## config.mk

```make
export PLATFORM = sky130hd
export DESIGN_NAME = mem_arbiter
export DESIGN_NICKNAME = d
export VERILOG_FILES = /design/src/rtl/mem_arbiter.sv
export SDC_FILE = /design/constraint.sdc
export NUM_CORES = 1
export LEC_CHECK = 0
export CAP_MARGIN = 40
export CORE_MARGIN = 2
export CORE_UTILIZATION = 40
export CTS_BUF_LIST = sky130_fd_sc_hd__clkbuf_16
export DETAILED_ROUTE_END_ITERATION = 8
export PLACE_DENSITY = 0.73
export SETUP_SLACK_MARGIN = 0.2
export SYNTH_ARGS = -nofsm -noshare
export SYNTH_HDL_FRONTEND = slang
export SYNTH_SLANG_ARGS = --single-unit
```

## constraint.sdc

```tcl
create_clock -name clk -period 6 [get_ports clk]
set_input_delay 1.5 -clock clk [delete_from_list [all_inputs] [get_ports clk]]
set_output_delay 1.5 -clock clk [all_outputs]
set_load 0.02 [all_outputs]
```

## src/rtl/mem_arbiter.sv

```systemverilog
// Two-port round-robin arbiter in front of a byte-wide memory, with a one-entry read
// cache and a read timeout that shields requesters from the memory's missing-ready quirk.
module mem_arbiter #(
    parameter int unsigned ADDR_W   = 32,
    parameter int unsigned DATA_W   = 8,
    parameter int unsigned TIMEOUT  = 8,
    parameter bit          CACHE_EN = 1'b1
) (
    input  logic              clk,
    input  logic              rst_n,
    input  logic              p0_req,
    input  logic              p0_we,
    input  logic [ADDR_W-1:0] p0_addr,
    input  logic [DATA_W-1:0] p0_wdata,
    output logic              p0_ack,
    output logic [DATA_W-1:0] p0_rdata,
    output logic              p0_err,
    input  logic              p1_req,
    input  logic              p1_we,
    input  logic [ADDR_W-1:0] p1_addr,
    input  logic [DATA_W-1:0] p1_wdata,
    output logic              p1_ack,
    output logic [DATA_W-1:0] p1_rdata,
    output logic              p1_err,
    output logic [ADDR_W-1:0] mem_addr,
    output logic [DATA_W-1:0] mem_wdata,
    output logic              mem_read_en,
    output logic              mem_write_en,
    input  logic [DATA_W-1:0] mem_rdata,
    input  logic              mem_ready
);

    localparam int unsigned     CntW   = $clog2(TIMEOUT);
    localparam logic [CntW-1:0] CntMax = CntW'(TIMEOUT - 1);

    typedef enum logic [1:0] {StIdle, StRdIssue, StRdWait} state_e;

    state_e            state_q;
    logic              last_grant_q;
    logic              gnt_q;
    logic [CntW-1:0]   cnt_q;
    logic              cache_valid_q;
    logic [ADDR_W-1:0] cache_addr_q;
    logic [DATA_W-1:0] cache_data_q;
    logic [1:0]        ack_q;
    logic [1:0]        err_q;
    logic [DATA_W-1:0] rdata_q [2];
    logic [ADDR_W-1:0] mem_addr_q;
    logic [DATA_W-1:0] mem_wdata_q;
    logic              mem_read_en_q;
    logic              mem_write_en_q;

    logic              any_req;
    logic              sel;
    logic              sel_we;
    logic [ADDR_W-1:0] sel_addr;
    logic [DATA_W-1:0] sel_wdata;
    logic              hit;

    // On a tie the port that did not win last time is chosen.
    always_comb begin
        any_req = p0_req | p1_req;
        if (p0_req && p1_req) begin
            sel = ~last_grant_q;
        end else begin
            sel = p1_req;
        end
        sel_we    = sel ? p1_we    : p0_we;
        sel_addr  = sel ? p1_addr  : p0_addr;
        sel_wdata = sel ? p1_wdata : p0_wdata;
        hit       = CACHE_EN && cache_valid_q && (cache_addr_q == sel_addr);
    end

    always_ff @(posedge clk or negedge rst_n) begin
        if (!rst_n) begin
            state_q        <= StIdle;
            last_grant_q   <= 1'b1;
            gnt_q          <= 1'b0;
            cnt_q          <= '0;
            cache_valid_q  <= 1'b0;
            cache_addr_q   <= '0;
            cache_data_q   <= '0;
            ack_q          <= '0;
            err_q          <= '0;
            rdata_q[0]     <= '0;
            rdata_q[1]     <= '0;
            mem_addr_q     <= '0;
            mem_wdata_q    <= '0;
            mem_read_en_q  <= 1'b0;
            mem_write_en_q <= 1'b0;
        end else begin
            ack_q          <= '0;
            err_q          <= '0;
            mem_read_en_q  <= 1'b0;
            mem_write_en_q <= 1'b0;
            case (state_q)
                StIdle: begin
                    if (any_req) begin
                        last_grant_q <= sel;
                        gnt_q        <= sel;
                        if (sel_we) begin
                            mem_write_en_q <= 1'b1;
                            mem_addr_q     <= sel_addr;
                            mem_wdata_q    <= sel_wdata;
                            ack_q[sel]     <= 1'b1;
                            cache_valid_q  <= 1'b0;
                        end else if (hit) begin
                            ack_q[sel]   <= 1'b1;
                            rdata_q[sel] <= cache_data_q;
                        end else begin
                            mem_read_en_q <= 1'b1;
                            mem_addr_q    <= sel_addr;
                            state_q       <= StRdIssue;
                        end
                    end
                end
                StRdIssue: begin
                    state_q <= StRdWait;
                    cnt_q   <= '0;
                end
                StRdWait: begin
                    if (mem_ready) begin
                        rdata_q[gnt_q] <= mem_rdata;
                        cache_addr_q   <= mem_addr_q;
                        cache_data_q   <= mem_rdata;
                        cache_valid_q  <= 1'b1;
                        ack_q[gnt_q]   <= 1'b1;
                        state_q        <= StIdle;
                    end else if (cnt_q == CntMax) begin
                        // Memory will never answer (same-address lockout): give up.
                        rdata_q[gnt_q] <= '0;
                        cache_valid_q  <= 1'b0;
                        ack_q[gnt_q]   <= 1'b1;
                        err_q[gnt_q]   <= 1'b1;
                        state_q        <= StIdle;
                    end else begin
                        cnt_q <= cnt_q + CntW'(1);
                    end
                end
                default: state_q <= StIdle;
            endcase
        end
    end

    assign p0_ack       = ack_q[0];
    assign p1_ack       = ack_q[1];
    assign p0_err       = err_q[0];
    assign p1_err       = err_q[1];
    assign p0_rdata     = rdata_q[0];
    assign p1_rdata     = rdata_q[1];
    assign mem_addr     = mem_addr_q;
    assign mem_wdata    = mem_wdata_q;
    assign mem_read_en  = mem_read_en_q;
    assign mem_write_en = mem_write_en_q;

endmodule
```

==> results.json <==
{
  "vias": 4690,
  "yosysWarnings": 0,
  "yosysSeqAreaShare_pct": 47.9,
  "cts_hold_buffers": 0,
  "syn_area_per_cell_sq_um": 10.6,
  "synth-simple-area-share_pct": 10.9,
  "cts_made_buffers": 9,
  "post_cts_buffers": 0,
  "totalWireLength_um": 15700,
  "dpl_cell_area_sq_um": 7480,
  "synth-seq-cells": 110,
  "hold_class": "flop to flop",
  "die_h_um": 124,
  "synth_mux_area_share_pct": 18.5,
  "post-route-period-util_pct": 81.8,
  "synth_xor_area_share_pct": 3.81,
  "status": "finished clean",
  "clock-sinks": 110,
  "synth_fa_ha_area_share_pct": 0.435,
  "synth_top_family_by_area": "multiplexers",
  "min_from": "mem_wdata[4]",
  "cts_tree": "done",
  "cts.htree.levels": 3,
  "fin_crit_ns": 4.91,
  "gp_congestion": 0.870,
  "path_class": "input port to flop",
  "critPathBufInv": 2,
  "grt_max_degree": 69,
  "drc": 0,
  "clockBufferDepth": 2,
  "min_path_cells": 2,
  "grt.overflow.total": 0,
  "grt_use_total_pct": 20.9,
  "path_cells": "clkdlybuf4s50_1 > a21bo_2 > nor2_1 > a22oi_1 > or4_4 > a2111oi_4 > and2_1 > a21oi_4 > buf_4 > mux2_2",
  "power_leakage_uw": 0.00347,
  "layout_commonest_cell": "clkdlybuf4s50_1",
  "cp_data_required_time_ns": 6.23,
  "synth_compound_area_share_pct": 14.2,
  "clock.fmax_mhz": 204,
  "relSlewSlack_pct": 40.8,
  "crit_path_end_kind": "flop",
  "cp.arrival_ns": 5.13,
  "place_hpwl_um": 11700,
  "fp-row-count": 43,
  "use_met2_pct": 33.9,
  "crit_fanout": 31,
  "netlist_instances": 544,
  "crit_slowest_cell": "a21oi_4",
  "start_util_pct": 41.1,
  "diodes": 0,
  "max_cap_violations": 0,
  "cp_num_cells": 10,
  "fin_hold_ws_ns": 0.482,
  "max_stage_delay_ns": 0.67,
  "stdcell_area_sq_um": 7780,
  "hold_viol": 0,
  "nNetsFinal": 787,
  "rr_endpoint": "mem_addr[9]",
  "setup_viol": 0,
  "fp.dieArea_sq_um": 15400,
  "synth_edf_count": 0,
  "start_kind": "input port",
  "drt_iter0_drc": 293,
  "clk-insertion-delay-late_ns": 0.34,
  "wl_per_cell_um": 17.9,
  "grt_antenna_before_repair": 0,
  "syn_area_sq_um": 5750,
  "maxSlewViolCount": 0,
  "core-area_sq_um": 14000,
  "drive_gt1_share_pct": 13.7,
  "grt_busiest_layer": "met2",
  "root_buffer": "clkbuf_16",
  "hold_end": "mem_wdata[4]",
  "grt_pass1_wl_um": 24700,
  "final_cell_mix": "155 x clkdlybuf4s50_1, 109 x dfrtp_1, 89 x nand2_1",
  "grt_pass1_vias": 4744,
  "path_delay_family": "compound AO/OA/AOI/OAI gates",
  "ys_types": 56,
  "numPortBuffers": 156,
  "vias_per_cell": 5.36,
  "fin_tns_setup_ns": 0,
  "synth_fp_nets": 641,
  "peakVddDrop_uv": 227,
  "use_met3_pct": 2.24,
  "ios": 157,
  "drt_first_pass_iters": 5,
  "die_w_um": 124,
  "rsz0062_at_grt": "false",
  "clk_pin_slew_ns": 0.07,
  "ant_nets": 0,
  "ff2ff_setup_slack_ns": 2.30,
  "grt_util_met1_pct": 29.6,
  "synthArstFlopShare_pct": 100,
  "skew_ns": 0.00574,
  "synthFlopType": "dfrtp_1",
  "area_growth_pct": 35.3,
  "cts_resized": 0,
  "worstReg2RegStart": "last_grant_q",
  "power_density_nw_per_um2": 495,
  "worst_pin_slew_ns": 0.887,
  "reg2reg_depth": 9
}
report_power, final:
group | internal [uW] | leakage [uW] | switching (uW)
Clock | 361 | 0.000162 | 260
Combinational | 929 | 0.00195 | 897
Sequential | 1090 | 0.00136 | 313
Total | 2380 | 0.00347 | 1470
worst min-delay path, cell delays in order, from the launching register on:
cell	delay, ns
dfrtp_1	0.34
nand2_1	0.04
o21ai_0	0.06
state kept, by name (all words and copies together) (netlist names):
register / count
ack_q: 2
cache_addr_q: 32
cache_data_q: 8
cache_valid_q: 1
cnt_q: 3
err_q: 2
gnt_q: 1
last_grant_q: 1
mem_addr: 32
mem_read_en: 1
mem_wdata: 8
mem_write_en: 1
p0_rdata: 8
p1_rdata: 8
state_q: 2
synthesized netlist by cell type, types with 4 or more instances:
cell type	instances	area share, %
mux2_4	20	5.2
mux2_2	40	7.8
a21oi_1	7	0.61
clkbuf_1	16	1.0
dfrtp_1	109	47
o2bb2ai_1	8	1.2
xnor2_1	7	1.1
inv_1	32	2.1
nor2b_1	7	0.76
a22oi_1	19	2.5
o21ai_0	42	3.7
o22ai_1	5	0.54
nand2b_1	4	0.43
xor2_1	18	2.7
o221ai_1	5	0.76
nand2_1	90	5.9
mux2i_1	29	5.0
nor3_1	9	0.78
nor2_1	13	0.85
a31oi_1	6	0.65
layout make-up:
| class | instances | area (sq um) |
|---|---|---|
| inverters | 32 | 120 |
| flip-flops and latches | 110 | 2750 |
| repair buffers | 161 | 1610 |
| clock inverters | 7 | 82.6 |
| well taps | 180 | 225 |
| clock buffers | 9 | 225 |
| fillers | 1202 | 6200 |
| multi-input cells | 376 | 2770 |
layer usage:
metal | routed length, um | vias to the layer above
li1 | - | 2208
met1 | 7060 | 2297
met2 | 7610 | 162
met3 | 728 | 23
met4 | 295 | 0
met5 | 0 | -
kinds of logic (layout without fill, tap and decap cells):
family | Yosys count | after routing
flip-flops | 110 | 110
adder cells (fa/ha/maj) | 2 | 2
AO/OA/AOI/OAI | 118 | 118
XOR/XNOR | 25 | 25
multiplexers | 90 | 90
buffers and inverters | 58 | 209
AND/OR/NAND/NOR | 141 | 141
metrics by stage:
stage / total power (uW) / setup slack (ns) / cells / utilization, %
floorplan: 2490 / 2.12 / 544 / -
global placement: 3200 / 0.863 / 859 / 53.5
detailed placement: 3240 / 0.768 / 859 / 53.5
CTS: 3870 / 1.15 / 875 / 55.7
global route: 4090 / 0.908 / 875 / 55.7
finish: 3850 / 1.09 / 875 / 55.7
worst max-delay path by stage:
stage	startpoint	slack, ns	end
finish	p0_req	1.09	mem_addr[9]
floorplan	p1_req	2.12	mem_addr[12]
CTS	p0_req	1.15	mem_addr[9]
global placement	p0_req	0.86	mem_addr[9]
detailed placement	p0_req	0.77	mem_addr[9]
global route	p0_req	0.91	mem_addr[15]
Note: power is estimated with default switching activity, not from simulation.
